$ cat src/rtl/alu_req_arbiter.sv
`default_nettype none
// ============================================================================
//  Module      : alu_req_arbiter
//  Description : Round-robin front end that shares one registered ALU between
//                NUM_REQ requesters. One operation is in flight at a time:
//                accept -> wait out ALU latency -> hold response until taken.
//  Ports       : CLK/RST            clock, synchronous active-high reset
//                req_valid/ready    per-requester operation handshake
//                req_a/b/func       flattened per-requester operands/opcode
//                alu_a/b/func       registered drive into the ALU
//                alu_arith/logic/cmp/shift/flags   ALU result inputs
//                rsp_valid/ready    response handshake to owner rsp_id
//                rsp_data/flag      selected unit result and its flag
//                busy               high whenever the FSM is not idle
//  Revision    : 1.0 - initial release
// ============================================================================
module alu_req_arbiter #(
    parameter int DATA_W  = 16,
    parameter int RES_W   = 32,
    parameter int NUM_REQ = 2,
    parameter int ALU_LAT = 1
) (
    input  logic                        CLK,
    input  logic                        RST,
    input  logic [NUM_REQ-1:0]          req_valid,
    output logic [NUM_REQ-1:0]          req_ready,
    input  logic [NUM_REQ*DATA_W-1:0]   req_a,
    input  logic [NUM_REQ*DATA_W-1:0]   req_b,
    input  logic [NUM_REQ*4-1:0]        req_func,
    output logic [DATA_W-1:0]           alu_a,
    output logic [DATA_W-1:0]           alu_b,
    output logic [3:0]                  alu_func,
    input  logic [RES_W-1:0]            alu_arith,
    input  logic [15:0]                 alu_logic,
    input  logic [1:0]                  alu_cmp,
    input  logic [16:0]                 alu_shift,
    input  logic [3:0]                  alu_flags,
    output logic                        rsp_valid,
    input  logic                        rsp_ready,
    output logic [$clog2(NUM_REQ)-1:0]  rsp_id,
    output logic [RES_W-1:0]            rsp_data,
    output logic                        rsp_flag,
    output logic                        busy
);

    localparam int ID_W  = $clog2(NUM_REQ);
    localparam int CNT_W = $clog2(ALU_LAT + 1);

    typedef enum logic [1:0] {
        S_IDLE = 2'd0,
        S_EXEC = 2'd1,
        S_RESP = 2'd2
    } state_t;

    state_t             r_state;
    logic [ID_W-1:0]    r_rr_ptr;
    logic [CNT_W-1:0]   r_cnt;

    logic               w_any;
    logic [ID_W-1:0]    w_grant;
    logic [ID_W-1:0]    w_next_ptr;
    logic               w_accept;
    logic [RES_W-1:0]   w_res;
    logic               w_flag;

    // Round-robin search: first pass covers rr_ptr..NUM_REQ-1, second pass
    // wraps to the indices below rr_ptr.
    always_comb begin
        w_any   = 1'b0;
        w_grant = '0;
        for (int i = 0; i < NUM_REQ; i++) begin
            if (!w_any && req_valid[i] && (ID_W'(i) >= r_rr_ptr)) begin
                w_any   = 1'b1;
                w_grant = ID_W'(i);
            end
        end
        for (int i = 0; i < NUM_REQ; i++) begin
            if (!w_any && req_valid[i]) begin
                w_any   = 1'b1;
                w_grant = ID_W'(i);
            end
        end
    end

    assign w_accept   = (r_state == S_IDLE) && w_any;
    assign w_next_ptr = (w_grant == ID_W'(NUM_REQ - 1)) ? '0 : (w_grant + ID_W'(1));

    always_comb begin
        req_ready = '0;
        if (w_accept) begin
            req_ready[w_grant] = 1'b1;
        end
    end

    // Unit select uses the opcode still held on alu_func. Flag bit order is
    // {Arith, Logic, CMP, SHIFT}.
    always_comb begin
        w_res  = '0;
        w_flag = 1'b0;
        case (alu_func[3:2])
            2'b00: begin
                w_res  = alu_arith;
                w_flag = alu_flags[3];
            end
            2'b01: begin
                w_res  = RES_W'(alu_logic);
                w_flag = alu_flags[2];
            end
            2'b10: begin
                w_res  = RES_W'(alu_cmp);
                w_flag = alu_flags[1];
            end
            default: begin
                w_res  = RES_W'(alu_shift);
                w_flag = alu_flags[0];
            end
        endcase
    end

    always_ff @(posedge CLK) begin
        if (RST) begin
            r_state   <= S_IDLE;
            r_rr_ptr  <= '0;
            r_cnt     <= '0;
            alu_a     <= '0;
            alu_b     <= '0;
            alu_func  <= '0;
            rsp_valid <= 1'b0;
            rsp_id    <= '0;
            rsp_data  <= '0;
            rsp_flag  <= 1'b0;
            busy      <= 1'b0;
        end else begin
            case (r_state)
                S_IDLE: begin
                    if (w_accept) begin
                        alu_a    <= req_a[w_grant*DATA_W +: DATA_W];
                        alu_b    <= req_b[w_grant*DATA_W +: DATA_W];
                        alu_func <= req_func[w_grant*4 +: 4];
                        rsp_id   <= w_grant;
                        r_rr_ptr <= w_next_ptr;
                        r_cnt    <= CNT_W'(ALU_LAT);
                        busy     <= 1'b1;
                        r_state  <= S_EXEC;
                    end
                end
                S_EXEC: begin
                    // cnt reaching zero means the ALU output now reflects
                    // the latched operands.
                    if (r_cnt != '0) begin
                        r_cnt <= r_cnt - CNT_W'(1);
                    end else begin
                        rsp_data  <= w_res;
                        rsp_flag  <= w_flag;
                        rsp_valid <= 1'b1;
                        r_state   <= S_RESP;
                    end
                end
                S_RESP: begin
                    if (rsp_ready) begin
                        rsp_valid <= 1'b0;
                        busy      <= 1'b0;
                        r_state   <= S_IDLE;
                    end
                end
                default: begin
                    rsp_valid <= 1'b0;
                    busy      <= 1'b0;
                    r_state   <= S_IDLE;
                end
            endcase
        end
    end

endmodule
`default_nettype wire
$ cat config.mk
export PLATFORM = sky130hd
export DESIGN_NAME = alu_req_arbiter
export DESIGN_NICKNAME = d
export VERILOG_FILES = /design/src/rtl/alu_req_arbiter.sv
export SDC_FILE = /design/constraint.sdc
export NUM_CORES = 1
export LEC_CHECK = 0
export ABC_CLOCK_PERIOD_IN_PS = 3600
export CORE_UTILIZATION = 30
export CTS_CLUSTER_DIAMETER = 60
export DETAILED_ROUTE_END_ITERATION = 10
export GPL_ROUTABILITY_DRIVEN = 0
export PLACE_DENSITY = 0.79
export SYNTH_ARGS = -nofsm -noshare
export SYNTH_HDL_FRONTEND = slang
export SYNTH_SLANG_ARGS = --single-unit
$ cat constraint.sdc
create_clock -name CLK -period 3.6 [get_ports CLK]
set_clock_uncertainty 0.1 [all_clocks]
set_input_delay 0.36 -clock CLK [delete_from_list [all_inputs] [get_ports CLK]]
set_output_delay 0.36 -clock CLK [all_outputs]
set_load 0.02 [all_outputs]
==> impl_results.md, run 1 <==
* Initial antenna violation count at 0
* GRT Total Usage at roughly a fifth
* Hold_sp: rsp_data[22]
* Fin crit period at approximately 2.5 ns
* WHS Path Cells at 2
* Clock share of power at 35.4%
* Synth top cells by count: 87 x nand3_1, 76 x dfxtp_1, 38 x o21ai_0
* Chip height at 110 um
* CP dominant cell by count: clkdlybuf4s50_1
* Worst hold-check path type: reg2reg
* Skew-Pair Late Insertion Delay at 0.32 ns
* Synth warn at 0
* Vias in the first global route at about 3900
* Reg power frac at 35.1%
* CTS tree: yes
* Antenna diode count at 0
* CTS Hold Bufs at 0
* Resize count post-CTS at 0
* Static Leak at around 2.1 nW
* Final setup viols at 0
* Top FF cell, synth: dfxtp_1
* Reg2reg start: alu_func[2]
* Switching part of the total power at 29.0%
* Post-Route WL at 12.4 mm
* Syn Inst Count at 429
* Root buf cell: clkbuf_16
* ANT nets after route at 0
* Seq/Total Area, Yosys at between 40% and 50%
* R2R depth at 4
* Slew at the pin closest to its max-slew limit at 1.19 ns
* Critical Path Source Type: primary input
* Outcome: finished clean
* EDFF count, synth at 0
* Avg WL per Cell at 16.1 um
* Critical Path Slowest Stage Cell: clkdlybuf4s50_1
* Max-slew violation count at 0
* Max cap viols at 0
* Crit share post-route at approximately two thirds
* Critical-path cell list: clkdlybuf4s50_1 -> nor3b_4 -> nand2_1 -> inv_1 -> clkdlybuf4s50_1
* Register area at between 0.0015 and 0.002 mm2
* Syn_area_per_cell at between 8 and 9 um2
* CORE AREA at around 0.011 mm2
* WP data required at 3.14 ns
* Top-count cell post-synth: nand3_1
* NetSw at 0.824 mW
* Area grow syn2layout at 73.7%
* Longest Clk Path Bufs at 2
* Die area at approximately 0.012 mm2
* Multi-input logic area at 0.00178 mm2
* Total clock sinks at 76
* Asr flop ratio synth at 0%
* Avg Vias per Cell at 5.19
* Worst Setup End Kind: output port
* Peak VDD IR at 237 uV
* Delay of the slowest cell on the worst path at 0.63 ns
* Effective utilization at floorplan at a little over 30%
* # nets final at roughly 770
* Residual DRC count at 0
* Max frequency at 0.407 GHz
* Global-route wire length before repair at 18.2 mm
* Boundary Pins at roughly 220
* Mapped Area at 0.00351 mm2
* Via count of the routed design at 4008
* Net Count, Synth at 577
* Placement Rows at 39
* TritonCTS Buffers at 9
* Synth cell types at 34
* PD cells at 466 mW/mm2
* #FFs+latches synth at between 70 and 80
* Setup Buffers After CTS at 0
* Reg-to-reg setup timing slack at 1.40 ns
* Post-DP HPWL at about 8.6 mm
* CP Max Fanout at 5
* Hold EP: rsp_data[22]
* Port bufs at 221
* Most area-consuming cells after synthesis: dfxtp_1 43%, nand3_1 12%, a31oi_1 6.4%
* RSZ-0062 raised after global routing: false
* GR Overflow Total at 0
* Final Hold Viols at 0
* Reg2reg end: rsp_data[9]
* Die W at ~110 um
* Max_slew headroom at 20.7%
* 1st-iter DRT viols at roughly 190
* Worst-path clk slew at 0.05 ns
* Comb pwr share at around 30%
* Kind of critical path: in2out
* Finished Core Util at between 50% and 60%
* Yosys top cell area share at between 40% and 50%
* Int Power at between 2 and 2.5 mW
* Layout cell share with drive strength beyond 1 at under 10%
* Final Power at 2.84 mW
* Htree depth at 3
* Detailed Routing Iterations Pass 1 at 4
* Fin Setup TNS at 0 ns
* Post-synth top area cell: dfxtp_1
* Pin count of the biggest net entering global routing at 49
* Fillers at roughly 1100
* Arr. time, crit path at 2.00 ns
-- critical path, delay by kind of cell --
family        cells  cell delay (ns)
buf+inv           3             1.30
simple gates      2             0.34
-- worst max-delay path by stage --
stage | startpoint | end | slack, ns
6_report | req_valid[1] | req_ready[1] | 1.14
5_1_grt | alu_func[2] | alu_func[2] | 1.05
4_1_cts | req_valid[1] | req_ready[1] | 1.12
3_5_place_dp | req_valid[1] | req_ready[1] | 1.11
3_3_place_gp | req_valid[1] | req_ready[1] | 1.12
2_1_floorplan | r_state[0] | req_ready[1] | 1.95
-- per-stage QoR --
step           hold WS, ns  setup WS (ns)  instances  cell area, um2
2_1_floorplan        0.380           1.95        429            3510
3_3_place_gp         0.338           1.12        756            5760
3_5_place_dp         0.345           1.11        756            5760
4_1_cts              0.350           1.12        772            6100
5_1_grt              0.368           1.05        772            6100
6_report             0.349           1.14        772            6100
-- state kept, by name, indices dropped and copies added (netlist names) --
| register | count |
|---|---|
| rsp_id | 1 |
| rsp_flag | 1 |
| r_rr_ptr | 1 |
| busy | 1 |
| rsp_valid | 1 |
| rsp_data | 32 |
| alu_func | 4 |
| alu_b | 16 |
| r_cnt | 1 |
| alu_a | 16 |
| r_state | 2 |
-- routing by layer --
metal / wire length [um] / up-vias / track usage (%)
met5: 0 / - / 0
met4: 169 / 0 / 6.86
met3: 1160 / 12 / 6.58
met2: 6170 / 167 / 35.4
met1: 4950 / 1881 / 20.8
li1: - / 1948 / -
-- kinds of logic (layout without fill, tap and decap cells) --
family | count (synthesis) | after routing | synth area share [%]
and+or+nand+nor | 157 | 157 | 22.4
AOI/OAI and AO/OA | 130 | 130 | 21.6
buffers and inverters | 49 | 249 | 6.70
DFF | 76 | 76 | 43.4
muxes | 17 | 17 | 5.92
-- final cells by class --
| cell class | count | share of cell area [%] |
|---|---|---|
| clock buffers | 13 | 4.43 |
| clock inverters | 3 | 1.11 |
| inverters | 4 | 0.246 |
| multi-input cells | 304 | 29.1 |
| flip-flops and latches | 76 | 25.0 |
| well taps | 143 | 2.94 |
| repair buffers | 229 | 37.2 |
-- cell usage in the layout (no fill, tap or decap), drive strengths merged --
cell type | Yosys | final
buf | 24 | 9
mux2i | 14 | 14
a31oi | 36 | 36
nor3 | 2 | 2
nor2b | 1 | 1
inv | 4 | 4
o21ai | 38 | 38
o22a | 1 | 1
a21oi | 36 | 36
nand2 | 23 | 23
o21bai | 1 | 1
or3 | 1 | 1
a21boi | 1 | 1
or3b | 2 | 2
clkbuf | 21 | 13
nor4 | 1 | 1
nand3 | 87 | 87
a221oi | 2 | 2
a211oi | 14 | 14
a21o | 1 | 1
and2 | 2 | 2
nor2 | 19 | 19
dfxtp | 76 | 76
clkinvlp | 0 | 1
mux4 | 3 | 3
or2 | 15 | 15
nor3b | 2 | 2
nand2b | 2 | 2
bufinv | 0 | 2
clkdlybuf4s50 | 0 | 220
-- power groups by stage --
stage          sequential (mW)  clock [mW]  combinational, mW
6_report                 0.998        1.01              0.840
5_1_grt                   1.01        1.07              0.904
4_1_cts                  0.998        1.03              0.846
3_5_place_dp              1.02           0              0.843
3_3_place_gp              1.01           0              0.825
2_1_floorplan             1.10           0              0.342
No activity file was read; power rests on OpenSTA's default activity.
==> run 2: changes to the inputs <==
--- a/config.mk
+++ b/config.mk
@@ -5,12 +5,12 @@
 export SDC_FILE = /design/constraint.sdc
 export NUM_CORES = 1
 export LEC_CHECK = 0
-export ABC_CLOCK_PERIOD_IN_PS = 3600
+export ABC_CLOCK_PERIOD_IN_PS = 2000
 export CORE_UTILIZATION = 30
 export CTS_CLUSTER_DIAMETER = 60
 export DETAILED_ROUTE_END_ITERATION = 10
 export GPL_ROUTABILITY_DRIVEN = 0
-export PLACE_DENSITY = 0.79
+export PLACE_DENSITY = 0.82
 export SYNTH_ARGS = -nofsm -noshare
 export SYNTH_HDL_FRONTEND = slang
 export SYNTH_SLANG_ARGS = --single-unit
==> constraint.sdc (replaced) <==
create_clock -name CLK -period 2 [get_ports CLK]
set_clock_uncertainty 0.1 [all_clocks]
set_input_delay 0.2 -clock CLK [delete_from_list [all_inputs] [get_ports CLK]]
set_output_delay 0.2 -clock CLK [all_outputs]
set_load 0.02 [all_outputs]
==> impl_results.md, run 2 (synthesis gave the netlist of run 1 again) <==
* Vias in the first global route at 3870
* GR Overflow Total at 0
* Max cap viols at 0
* CTS Hold Bufs at 0
* Residual DRC count at 0
* Cell Area, Placed at 0.00590 mm2
* Final Hold Viols at 0
* Post-route cell area at 0.00615 mm2
* Max_slew headroom at 71.3%
* Pre-CTS WS at -0.0208 ns
* Fillers at 1068
* Worst hold-check path type: in2reg
* Longest Clk Path Bufs at 2
* Max FFs per register at 32
* Root buf cell: clkbuf_16
* CP startpoint: alu_func[2]
* Total clock sinks at 76
* Chip height at 110 um
* Crit share post-route at 90.9%
* Max frequency at 0.550 GHz
* Finished Core Util at 53.9%
* Placed insts at 770
* Port bufs at between 200 and 250
* Htree depth at 3
* Final Power at 4.78 mW
* Layout cell share with drive strength beyond 1 at 9.19%
* Resize count post-CTS at 2
* TritonCTS Buffers at 9
* Static Leak at 2.17 nW
* CORE AREA at 0.0114 mm2
* Peak VDD IR at 457 uV
* Boundary Pins at 222
* Effective utilization at floorplan at 30.7%
* PD cells at just under 800 mW/mm2
* Slew at the pin closest to its max-slew limit at 0.430 ns
* Area grow syn2layout at 75.2%
* Worst Setup End Kind: output port
* Outcome: finished clean
* Min Hold Slack at 0.153 ns
* Delay of the slowest cell on the worst path at 0.62 ns
* Hold_sp: RST
* Most frequent cells in the layout: 218 x clkdlybuf4s50_1, 87 x nand3_1, 76 x dfxtp_1, 38 x o21ai_0
* Skew-Pair Late Insertion Delay at between 0.3 and 0.4 ns
* Biggest register: rsp_data
* WP data required at 1.70 ns
* Arr. time, crit path at 1.52 ns
* Global-route wire length before repair at 18.5 mm
* CTS tree: yes
* Critical Path Source Type: register
* Antenna diode count at 0
* GRT Total Usage at 19.5%
* Worst-path clk slew at 0.06 ns
* Post-Route WL at 12.5 mm
* Final worst-path setup slack at 0.182 ns
* Biggest regs: rsp_data (32), alu_a (16), alu_b (16)
* Final setup viols at 0
* 1st-iter DRT viols at 293
* Via count of the routed design at 4061
* Critical Path Slowest Stage Cell: clkdlybuf4s50_1
* Avg Vias per Cell at 5.17
* Max-slew violation count at 0
* Fin cells at approximately 790
* Die W at between 100 and 150 um
* Placement Rows at 39
* Pin count of the biggest net entering global routing at 39
* Setup Buffers After CTS at 0
* Reg2reg start: r_state[0]
* Die area at 0.0121 mm2
* Fin Setup TNS at 0 ns
* Avg WL per Cell at 15.9 um
* CP Max Fanout at 20
* # nets final at between 700 and 800
* RSZ-0062 raised after global routing: false
* Initial antenna violation count at 0
* Fin crit period at about 1.8 ns
* Kind of critical path: reg2out
* Critical-path cell list: buf_12 -> clkdlybuf4s50_1
* Post-DP HPWL at 9.00 mm
* Detailed Routing Iterations Pass 1 at 4
* Commonest non-fill, non-tap cell in the layout: clkdlybuf4s50_1
* ANT nets after route at 0
==> run 2: layout make-up <==
class                      instances  area (um2)  share of cell area (%)
multi-input combinational        304        1780                    28.9
timing repair buffer             243        2410                    39.1
clock inverter                     3        15.0                   0.244
sequential                        76        1520                    24.7
tap                              143         179                    2.91
clock buffer                      12         236                    3.85
inverter                           4        15.0                   0.244
==> run 2: report_power, final <==
group          leakage [nW]  switching, mW  internal (mW)
sequential            0.624          0.104           1.68
clock                 0.126          0.590          0.828
combinational          1.42          0.777          0.799
==> run 2: path summary, 6_finish.rpt <==
kind / end / slack [ns] / cells past startpoint
hold reg to reg: rsp_data[1] / 0.36 / 2
setup / recovery: alu_func[2] / 0.18 / 2
setup reg to reg: rsp_data[11] / 0.24 / 4
hold / removal: rsp_data[12] / 0.15 / 2
==> run 2: metal layers <==
| metal | vias to the layer above | track usage (%) | routed length, um | share of wire [%] |
|---|---|---|---|---|
| met5 | - | 0 | 0 | 0 |
| li1 | 1969 | - | - | - |
| met2 | 183 | 36.8 | 6420 | 51 |
| met3 | 9 | 5.82 | 1080 | 8.6 |
| met1 | 1900 | 21.4 | 4870 | 39 |
| met4 | 0 | 4.42 | 137 | 1.1 |
==> run 2: critical path: cells and delay by family (launching register included) <==
family / cells / cell delay, ns
buffers and inverters: 2 / 0.82
DFF: 1 / 0.37
==> RTL edit 1, RTL diff (config.mk and constraints of run 1) <==
Change the parameter `DATA_W` from 16 to 12.
--- a/src/rtl/alu_req_arbiter.sv
+++ b/src/rtl/alu_req_arbiter.sv
@@ -15,7 +15,7 @@
 //  Revision    : 1.0 - initial release
 // ============================================================================
 module alu_req_arbiter #(
-    parameter int DATA_W  = 16,
+    parameter int DATA_W  = 12,
     parameter int RES_W   = 32,
     parameter int NUM_REQ = 2,
     parameter int ALU_LAT = 1
Interface: changed (resized alu_a, alu_b, req_a and req_b); port bits go from 222 to 198. No check against the original RTL was run, so the function may have changed too.
==> RTL edit 1 against run 1 <==
Final area down 12%; final cell count is 11% lower; critical endpoint unchanged; setup slack worse by 0.11 ns; sequential cell count shrank 8; synthesized area decreased by 11%; highest routed layer unchanged; routed wire length shrank 12%; power down 19%; largest cell class unchanged; register-to-register slack better by 0.14 ns.
==> RTL edit 1: results (changes against run 1) <==
| Metric | Value |
|---|---|
| Buffering overhead | `38.04% (was 37.19%)` |
| Multi-input logic area | `1568 um^2 (was 1775 um^2)` |
| Top Registers | `rsp_data: 32 flops, alu_a: 12 flops, alu_b: 12 flops (was rsp_data: 32 flops, alu_a: 16 flops, alu_b: 16 flops)` |
| DP HPWL | `7808 um (was 8638 um)` |
| Synth Register Bits | `68 (was 76)` |
| Highest metal layer with signal wires | `met4 (unchanged)` |
| Multi-input gate count | `258 (was 304)` |
| DR vias/cell | `5.323 (was 5.192)` |
| Met2 wire len | `5481 um (was 6166 um)` |
| WL final | `10960 um (was 12440 um)` |
| Pin slew with the least headroom to its limit | `0.9903 ns (was 1.189 ns)` |
| DR WL met3 | `877 um (was 1155 um)` |
| Leak pwr | `1.832 nW (was 2.119 nW)` |
| Mapped Nets | `503 (was 577)` |
| Max VDD drop | `0.2452 mV (was 0.2369 mV)` |
| Share of cells above drive strength 1 | `8.530% (was 7.631%)` |
| Worst-path fanout max | `30 (was 5)` |
| Sequential portion of the cell area | `25.46% (was 24.96%)` |
| Prevailing post-synth register cell | `dfxtp_1 (unchanged)` |
| Vias in the first global route | `3588 (was 3860)` |
| Area share of the largest cell type after synthesis | `43.45% (was 43.35%)` |
| Repair and plain buffers | `206 (was 229)` |
| WL met1 | `4307 um (was 4948 um)` |
| M2 GR Usage | `36.57% (was 35.36%)` |
| Dpl cells | `669 (was 756)` |
| Outcome | `complete, no violations (unchanged)` |
| HP Start | `rsp_flag$_SDFFE_PP0P_ (was rsp_data[22]$_SDFFE_PP0P_)` |
| GR Util met3 | `5.639% (was 6.584%)` |
| Drt pass-1 iters | `5 (was 4)` |
| Pin count of the biggest net entering global routing | `48 (was 49)` |
| RR Startpoint | `r_state[1]$_SDFFE_PP0P_ (was alu_func[2]$_SDFFE_PP0P_)` |
| Seq/Total Area, Yosys | `43.45% (was 43.35%)` |
| Iteration-0 DRC count of the detailed router | `142 (was 191)` |
| Clock root cell | `clkbuf_8 (was clkbuf_16)` |
| Clock buf/inv share | `3.790% (was 5.542%)` |
| Synth top cells by count | `nand3_1, dfxtp_1, a31oi_1 (was nand3_1, dfxtp_1, o21ai_0)` |
| Clock buffer cells | `14 (was 13)` |
| Worst-path clk slew | `0.07 ns (was 0.05 ns)` |
| Compound-Gate Fraction of Synth Area | `22.04% (was 21.64%)` |
| Filler cell count | `932 (was 1069)` |
| Pre-CTS WS | `1.033 ns (was 1.112 ns)` |
| Routed WL per cell | `16.02 um (was 16.11 um)` |
| Post-Synthesis Cells | `371 (was 429)` |
| GRT Overall Usage | `19.92% (was 19.41%)` |
| Worst Setup SP | `req_valid[0] (was req_valid[1])` |
| Port Buffers | `197 (was 221)` |
| Reg2Reg Depth | `3 (was 4)` |
## RTL edit 1: metrics by stage
stage / util, % / hold slack, ns
4_1_cts: 53.72 / 0.3561
2_1_floorplan: - / 0.3799
3_3_place_gp: 51.68 / 0.3399
6_report: 53.72 / 0.3558
3_5_place_dp: 51.68 / 0.3465
5_1_grt: 53.72 / 0.3871
## RTL edit 1: logic make-up after synthesis
logic type | Yosys count
AO/OA/AOI/OAI | 113
buffers and inverters | 45
flip-flops | 68
multiplexers | 17
AND/OR/NAND/NOR | 128
## RTL edit 1: worst paths after layout
check | slack [ns] | to
hold / removal | 0.36 | rsp_flag$_SDFFE_PP0P_
hold reg to reg | 0.36 | rsp_flag$_SDFFE_PP0P_
setup reg to reg | 1.54 | alu_a[0]$_SDFFE_PP0P_
setup / recovery | 1.03 | req_ready[1]
## RTL edit 1: report_power, final
part / switching (W) / internal, W
logic: 0.000372 / 0.000385
registers: 0.0000613 / 0.000836
clock network: 0.000274 / 0.000374
==> RTL edit 2, RTL diff (settings of run 1) <==
Made on the original files. Reset style: asynchronous (`RST`), changed in one clocked block. Comments in the files are not updated.
--- a/src/rtl/alu_req_arbiter.sv
+++ b/src/rtl/alu_req_arbiter.sv
@@ -117,7 +117,7 @@
         endcase
     end
 
-    always_ff @(posedge CLK) begin
+    always_ff @(posedge CLK or posedge RST) begin
         if (RST) begin
             r_state   <= S_IDLE;
             r_rr_ptr  <= '0;
Check against the original RTL: differs if RST is asserted again (counterexample within 4 cycles, from zero or initial values and one cycle with RST high); with RST held inactive, the same outputs for 4 cycles.
==> RTL edit 2 against run 1 <==
Final cell count is 13% lower; synthesized area is 1.1% higher; synthesized cell count is 26% lower; global-route usage is 0.55 points lower; routed wire length is 9.3% lower; count of clock-buffer cells in the layout is 1 lower; final area is 0.51% lower; sequential cell count stayed put; setup slack worse by 0.24 ns; critical path type is now flop to output pin; critical endpoint is now req_ready[0]; highest routed layer unchanged.
Power is not compared: it rests on default switching activity, and its combinational part moved more than twofold at a synthesized area within 25%.
==> RTL edit 2: results (changes against run 1) <==
| Metric | Value |
|---|---|
| Repair and plain buffers | `225 (was 229)` |
| Mapped Nets | `464 (was 577)` |
| Synth top cells by count | `dfrtp_1, nand2_1, a221o_1 (was nand3_1, dfxtp_1, o21ai_0)` |
| Clock buffer cells | `12 (was 13)` |
| Area grow syn2layout | `70.97% (was 73.69%)` |
| Filler cell count | `1002 (was 1069)` |
| First-pass GRT wire length | `18130 um (was 18240 um)` |
| CP endpoint | `req_ready[0] (was req_ready[1])` |
| Worst-path fanout max | `39 (was 5)` |
| Fin nets | `670 (was 772)` |
| GRT Overall Usage | `18.86% (was 19.41%)` |
| Buffering overhead | `36.97% (was 37.19%)` |
| Sequential cell area | `1902 um^2 (was 1521 um^2)` |
| Compound-Gate Fraction of Synth Area | `26.95% (was 21.64%)` |
| DR vias/cell | `5.064 (was 5.192)` |
| RR Startpoint | `alu_func[2]$_DFFE_PP0P_ (was alu_func[2]$_SDFFE_PP0P_)` |
| Worst Setup SP | `r_state[1]$_DFFE_PP0P_ (was req_valid[1])` |
| Pre-CTS WS | `1.072 ns (was 1.112 ns)` |
| Outcome | `complete, no violations (unchanged)` |
| Distinct cells, synth | `29 (was 34)` |
| Vias in the first global route | `3470 (was 3860)` |
| Fin area | `6065 um^2 (was 6096 um^2)` |
| Post-Synthesis Cells | `316 (was 429)` |
| Multi-input gate count | `207 (was 304)` |
| Reg2Reg Depth | `2 (was 4)` |
## RTL edit 2: changes by cell type in the layout (fill, tap and decap cells not counted), moves of 35 or more
cell,change
nand3_1,-87
a31oi_1,-36
o21ai_0,-35
a221o_1,+36
dfxtp_1,-76
dfrtp_1,+76
## RTL edit 2: worst min-delay path by stage
stage	startpoint	to	slack [ns]	cells past startpoint
final	rsp_data[18]$_DFFE_PP0P_	rsp_data[18]$_DFFE_PP0P_	0.38	2
after floorplan	r_rr_ptr$_DFFE_PP0P_	r_rr_ptr$_DFFE_PP0P_	0.38	2
after CTS	rsp_data[17]$_DFFE_PP0P_	rsp_data[17]$_DFFE_PP0P_	0.39	2
after global routing	rsp_data[24]$_DFFE_PP0P_	rsp_data[24]$_DFFE_PP0P_	0.41	2
after detailed placement	rsp_data[17]$_DFFE_PP0P_	rsp_data[17]$_DFFE_PP0P_	0.38	2
after global placement	rsp_data[16]$_DFFE_PP0P_	rsp_data[16]$_DFFE_PP0P_	0.37	2
## RTL edit 2: layer usage
layer | up-vias | GRT usage, % | part of all wire (%)
li1 | 1591 | - | -
met1 | 1601 | 21.36 | 40
met2 | 186 | 32.67 | 49
met3 | 15 | 5.905 | 9.2
met4 | 0 | 8.000 | 1.9
met5 | - | 0 | 0
## RTL edit 2: per-stage QoR
stage          total power (W)  hold WS (ns)
3_5_place_dp          0.004265        0.3762
3_3_place_gp          0.004170        0.3686
6_report              0.005043        0.3800
5_1_grt               0.005367        0.4120
2_1_floorplan         0.003081        0.3753
4_1_cts               0.005116        0.3891
## RTL edit 2: where the power goes
part / internal [W] / switching, W
clock: 0.000483 / 0.000329
sequential: 0.00126 / 0.000327
combinational: 0.00135 / 0.00130
## RTL edit 2: tightest hold or removal path: stages, from the launching register on
cell and delay, ns:
dfrtp_1 0.33, nand2_1 0.05, o21ai_1 0.06
